[src/rtl/frame_minmax_scanner_if.sv]
// Bundles the scan request/result signals and the frame-buffer read port.
interface frame_minmax_scanner_if #(
  parameter int DATAW    = 16,
  parameter int MAX_ADDR = 768
);
  localparam int ADDRW = $clog2(MAX_ADDR);

  logic                    i_start;
  logic                    o_busy;
  logic                    o_rd_valid;
  logic [ADDRW-1:0]        o_rd_addr;
  logic signed [DATAW-1:0] i_rd_data;
  logic                    o_done;
  logic signed [DATAW-1:0] o_min;
  logic signed [DATAW-1:0] o_range;

  // Scanner side
  modport slave (
    input  i_start, i_rd_data,
    output o_busy, o_rd_valid, o_rd_addr, o_done, o_min, o_range
  );

  // Requester / frame-buffer side
  modport master (
    output i_start, i_rd_data,
    input  o_busy, o_rd_valid, o_rd_addr, o_done, o_min, o_range
  );
endinterface

[src/rtl/frame_minmax_scanner.sv]
// Scans one frame of signed pixels, tracks min/max and publishes the frame
// minimum and a saturated, non-zero range with a one-cycle done pulse.
module frame_minmax_scanner #(
  parameter int DATAW    = 16,
  parameter int MAX_ADDR = 768,
  parameter int RD_LAT   = 1
) (
  input logic                    i_clk,
  input logic                    i_rst_n,
  frame_minmax_scanner_if.slave  bus
);
  localparam int ADDRW = $clog2(MAX_ADDR);
  localparam logic [RD_LAT-1:0] TAIL_ONLY = RD_LAT'(1) << (RD_LAT - 1);
  localparam logic [DATAW-1:0]  RANGE_MAX = {1'b0, {(DATAW-1){1'b1}}};

  typedef enum logic [1:0] {IDLE, READ, DRAIN, DONE} state_t;

  state_t                  state, state_nxt;
  logic [RD_LAT-1:0]       vpipe;
  logic                    last_addr;
  logic                    sample;
  logic                    last_sample;
  logic                    first;
  logic signed [DATAW-1:0] cur_min, cur_max;
  logic [DATAW:0]          diff;
  logic [DATAW-1:0]        range_sat;

  assign last_addr   = (bus.o_rd_addr == ADDRW'(MAX_ADDR - 1));
  assign sample      = vpipe[RD_LAT-1];
  // Only the final in-flight sample remains once the read strobes have stopped.
  assign last_sample = (vpipe == TAIL_ONLY);

  // State register
  always_ff @(posedge i_clk or negedge i_rst_n) begin
    if (!i_rst_n) state <= IDLE;
    else          state <= state_nxt;
  end

  // Next-state decode and state-derived outputs
  always_comb begin
    state_nxt      = state;
    bus.o_busy     = (state != IDLE);
    bus.o_rd_valid = (state == READ);
    unique case (state)
      IDLE:    if (bus.i_start) state_nxt = READ;
      READ:    if (last_addr)   state_nxt = DRAIN;
      DRAIN:   if (last_sample) state_nxt = DONE;
      DONE:    state_nxt = IDLE;
      default: state_nxt = IDLE;
    endcase
  end

  // Read address: one per cycle while reading, parked at zero otherwise
  always_ff @(posedge i_clk or negedge i_rst_n) begin
    if (!i_rst_n)                      bus.o_rd_addr <= '0;
    else if (state == READ && !last_addr) bus.o_rd_addr <= bus.o_rd_addr + 1'b1;
    else                               bus.o_rd_addr <= '0;
  end

  // Return-path valid pipe tracking outstanding read strobes
  always_ff @(posedge i_clk or negedge i_rst_n) begin
    if (!i_rst_n) vpipe <= '0;
    else          vpipe <= (vpipe << 1) | RD_LAT'(bus.o_rd_valid);
  end

  // Running min/max; first returned sample of a frame seeds both
  always_ff @(posedge i_clk or negedge i_rst_n) begin
    if (!i_rst_n) begin
      first   <= 1'b0;
      cur_min <= '0;
      cur_max <= '0;
    end else if (state == IDLE && bus.i_start) begin
      first <= 1'b1;
    end else if (sample) begin
      first <= 1'b0;
      if (first || bus.i_rd_data < cur_min) cur_min <= bus.i_rd_data;
      if (first || bus.i_rd_data > cur_max) cur_max <= bus.i_rd_data;
    end
  end

  // Range in DATAW+1 bits, clamped to the positive maximum and forced non-zero
  assign diff = {cur_max[DATAW-1], cur_max} - {cur_min[DATAW-1], cur_min};

  // Range saturation and flat-frame substitution
  always_comb begin
    range_sat = diff[DATAW-1:0];
    if (diff[DATAW] || diff[DATAW-1]) range_sat = RANGE_MAX;
    else if (diff == '0)              range_sat = DATAW'(1);
  end

  // Published results, updated only alongside the done pulse
  always_ff @(posedge i_clk or negedge i_rst_n) begin
    if (!i_rst_n) begin
      bus.o_done  <= 1'b0;
      bus.o_min   <= '0;
      bus.o_range <= DATAW'(1);
    end else begin
      bus.o_done <= (state == DONE);
      if (state == DONE) begin
        bus.o_min   <= cur_min;
        bus.o_range <= range_sat;
      end
    end
  end
endmodule
[src/flat_wrapper.sv]
// flat-port wrapper written by rule: the top's interface ports become plain ports
module frame_minmax_scanner_flat 
#(
  parameter int DATAW    = 16,
  parameter int MAX_ADDR = 768,
  parameter int RD_LAT   = 1
)
  (i_clk, i_rst_n, bus_i_start, bus_i_rd_data, bus_o_busy, bus_o_rd_valid, bus_o_rd_addr, bus_o_done, bus_o_min, bus_o_range);
  frame_minmax_scanner_if #(.DATAW(DATAW), .MAX_ADDR(MAX_ADDR)) bus_i ();
  input logic i_clk;
  input logic i_rst_n;
  input wire logic [$bits(bus_i.i_start)-1:0] bus_i_start;
  input wire logic [$bits(bus_i.i_rd_data)-1:0] bus_i_rd_data;
  output wire logic [$bits(bus_i.o_busy)-1:0] bus_o_busy;
  output wire logic [$bits(bus_i.o_rd_valid)-1:0] bus_o_rd_valid;
  output wire logic [$bits(bus_i.o_rd_addr)-1:0] bus_o_rd_addr;
  output wire logic [$bits(bus_i.o_done)-1:0] bus_o_done;
  output wire logic [$bits(bus_i.o_min)-1:0] bus_o_min;
  output wire logic [$bits(bus_i.o_range)-1:0] bus_o_range;
  assign bus_i.i_start = bus_i_start;
  assign bus_i.i_rd_data = bus_i_rd_data;
  assign bus_o_busy = bus_i.o_busy;
  assign bus_o_rd_valid = bus_i.o_rd_valid;
  assign bus_o_rd_addr = bus_i.o_rd_addr;
  assign bus_o_done = bus_i.o_done;
  assign bus_o_min = bus_i.o_min;
  assign bus_o_range = bus_i.o_range;
  frame_minmax_scanner #(.DATAW(DATAW), .MAX_ADDR(MAX_ADDR), .RD_LAT(RD_LAT)) u_core (.i_clk(i_clk), .i_rst_n(i_rst_n), .bus(bus_i));
endmodule
[config.mk]
export PLATFORM = sky130hd
export DESIGN_NAME = frame_minmax_scanner_flat
export DESIGN_NICKNAME = d
export VERILOG_FILES = /design/src/rtl/frame_minmax_scanner_if.sv /design/src/rtl/frame_minmax_scanner.sv /design/src/flat_wrapper.sv
export SDC_FILE = /design/constraint.sdc
export NUM_CORES = 1
export LEC_CHECK = 0
export ABC_AREA = 1
export BUFFER_PORTS_ARGS = -buffer_cell sky130_fd_sc_hd__buf_4
export CAP_MARGIN = 20
export CORE_ASPECT_RATIO = 1.4
export CORE_UTILIZATION = 55
export CTS_CLUSTER_SIZE = 25
export DETAILED_ROUTE_END_ITERATION = 8
export PLACE_DENSITY = 0.79
export SYNTH_ARGS = -nofsm -noshare
export SYNTH_HDL_FRONTEND = slang
export SYNTH_SLANG_ARGS = --single-unit
[constraint.sdc]
create_clock -name i_clk -period 2.8 [get_ports i_clk]
set_input_delay 0.42 -clock i_clk [delete_from_list [all_inputs] [get_ports i_clk]]
set_output_delay 0.42 -clock i_clk [all_outputs]
set_load 0.1 [all_outputs]
==> summary.md <==
| Metric | Value |
|---|---|
| Clock transition at path regs | 0.06 ns |
| Seq cells post-synth | 79 |
| CTS resizes | 0 |
| Period Utilization, post-route | 0.8665 |
| Avg WL per Cell | 13.99 microns |
| Syn_area_per_cell | 7.594 sq um |
| Max Root-Sink Buffers | 2 |
| Compound-gate portion of the synthesized area | 0.09585 |
| Placed inst area | 5737 sq um |
| Final wirelength | 12020 microns |
| WP data required | 3.08 ns |
| Final setup vio count | 0 |
| DRC viols | 8 |
| Fin. Hold Viols | 0 |
| Hold Crit Class | input port to async pin |
| Largest family of logic cells by synthesized area | simple AND/OR/NAND/NOR gates |
| GRT Total Usage | 0.2694 |
| Max-cap violations | 0 |
| Outcome | complete, but fails checks |
| RePlAce Congestion | 0.9130 |
| Post-route cell area | 6075 sq um |
| Post-Synth XOR/XNOR Area | 0.001699 |
| Cell count after synthesis | 679 |
| Max frequency | 412.2 MHz |
| Netlist cell types | 36 |
| Critical path fanouts, max | 14 |
| Slew headroom | 0.6816 |
| Post-DR vias/cell | 5.367 |
| Setup Buffers After CTS | 0 |
| IO Pins | 64 |
| Crit start category | flop |
| Clock skew | 0.006351 ns |
| CTS tree | done |
| Setup crit end kind | flop |
| ANT cells | 0 |
| Net Count, Synth | 752 |
| Synth Area in Simple Gates | 0.3004 |
| # hold bufs at CTS | 0 |
| Root Driver | clkbuf_16 |
| Worst skew pair latency | 0.34 ns |
| Core Area | 9080 sq um |
| H-tree levels | 3 |
| Number of flops mapped to enable cells by yosys | 0 |
| Post-synthesis mux area share | 0 |
| Worst-Margin Slew | 0.4776 ns |
| Finished Layout Cells | 859 |
| Ys flop type | dfrtp_1 |
| Async set or reset register ratio after synthesis | 1.000 |
| # rows | 41 |
| Chip Height | 116.6 microns |
| Clock Sink Count | 79 |
| First-iteration detailed-routing DRC count | 286 |
| Layout Nets | 821 |
| Die area | 9772 sq um |
| Crit path kind | flop to flop |
| Area grow syn2layout | 17.81% |
| Vias in the first global route | 4483 |
| DRT Pass-1 Iters | 8 |
| Total gr overflow | 0 |
| Mapped Area | 5156 sq um |
| Vias | 4610 |
| Cells after DPL | 842 |
| Port Buffers | 63 |
| Warnings from Yosys | 0 |
| Setup TNS | 0 ns |
| First-pass GRT wire length | 20660 microns |
| Failing checks | design-rule violations |
| Unrepaired setup endpoints after global routing | no |
| Critical Path AT | 2.70 ns |
| CTS buffer count | 9 |
| Pins Over Slew Limit | 0 |
| Share of layout cells above drive strength 1 | 0.1782 |
| Commonest non-fill, non-tap cells in the layout | 198 x nand2_1, 93 x inv_1, 78 x dfrtp_1 |
| Initial antenna violation count | 0 |
| Die X | 83.83 microns |
| Commonest non-fill, non-tap cell in the layout | nand2_1 |
| Remaining antenna violation count after routing | 0 |
| Minimum clock period | 2.426 ns |
| Post-synthesis sequential area ratio | 0.3836 |
| Initial Util | 0.5679 |
| Detailed Place HPWL | 9251 microns |
| Adder and majority gate portion of the synthesized area | 0.1325 |
| Largest net degree at the start of global routing | 80 |
-- through the flow --
stage	utilization	hold WS (ns)	setup WS [ns]
after CTS	0.6646	0.2854	0.2438
after floorplan	-	0.1244	0.2849
after global placement	0.6318	0.4536	0.3730
after global routing	0.6690	0.08135	0.1561
after detailed placement	0.6318	0.4590	0.2652
final	0.6690	0.03443	0.3737
-- critical path: stages, from the launching register on --
cell and delay [ns]:
dfrtp_1 0.37, inv_1 0.06, ha_1 0.22, fa_1 0.39, inv_1 0.13, nand3_1 0.12, nand2_2 0.13, nand2_2 0.07
nand2_2 0.07, nand3_2 0.07, nand3_1 0.08, nand2_1 0.05, inv_1 0.05, nand2_2 0.06, nor2_4 0.14, buf_12 0.16
nand3_1 0.09, nand2_1 0.06, inv_1 0.03
-- routing by layer --
layer	GRT usage	vias to the layer above	wire [microns]
li1	-	2314	-
met1	0.3113	2158	5022
met2	0.4984	118	6330
met3	0.04170	20	470
met4	0.1138	0	194
met5	0	-	0
-- area by class of cell --
| cell class | instances | area, sq um |
|---|---|---|
| clock buffers | 11 | 252.7 |
| clock inverters | 4 | 45.04 |
| fillers | 777 | 3005 |
| inverters | 98 | 367.9 |
| multi-input cells | 489 | 2739 |
| flip-flops and latches | 79 | 1978 |
| well taps | 107 | 133.9 |
| repair buffers | 71 | 558.0 |
-- path summary, 6_finish.rpt --
path | start | end | slack [ns] | depth (start not counted)
max reg2reg | u_core.cur_max[0] | u_core.bus.o_range[0] | 0.37 | 18
max in group asynchronous | i_rst_n | u_core.cur_max[11] | 2.18 | 2
min in group i_clk | bus_i_start | u_core.first | 0.32 | 3
min | i_rst_n | u_core.bus.o_range[2] | 0.03 | 1
max | u_core.cur_max[0] | u_core.bus.o_range[0] | 0.37 | 18
min reg2reg | u_core.cur_min[7] | u_core.cur_min[7] | 0.47 | 2
-- logic make-up (layout without fill, tap and decap cells) --
| group | count (synthesis) | in the layout |
|---|---|---|
| and+or+nand+nor | 354 | 354 |
| buffers and inverters | 111 | 184 |
| AOI/OAI and AO/OA | 80 | 80 |
| DFF | 79 | 79 |
| adders and majority gates | 54 | 54 |
| xor gates and xnor gates | 1 | 1 |
-- synthesized netlist by cell type, types with 2 or more instances --
cell type,n,area share
inv_2,5,0.0036
nand3b_1,3,0.0044
clkbuf_1,8,0.0058
buf_2,2,0.0019
dfrtp_1,78,0.38
o21ai_0,25,0.024
nor2_2,4,0.0049
nor3_1,4,0.0039
nor2_1,47,0.034
nand4_1,11,0.013
nand3_2,4,0.0078
nand3_1,64,0.062
ha_1,53,0.13
o21ai_1,3,0.0029
buf_4,2,0.0029
nand2_2,14,0.017
nor2_4,2,0.0044
a21oi_1,28,0.027
a21o_1,2,0.0029
a21oi_2,12,0.020
nand2_1,198,0.14
a31oi_1,4,0.0049
inv_1,93,0.068
-- registers in the layout, indices dropped and copies added, names as in the netlist --
| signal | count |
|---|---|
| u_core.bus.o_min | 16 |
| u_core.bus.o_range | 16 |
| u_core.cur_max | 16 |
| u_core.cur_min | 16 |
| u_core.bus.o_rd_addr | 10 |
| u_core.state | 2 |
| u_core.bus.o_done | 1 |
| u_core.first | 1 |
| u_core.last_sample | 1 |
Power is not shown: default switching activity piles up to over one toggle a cycle in this logic, so the estimate is an artifact.
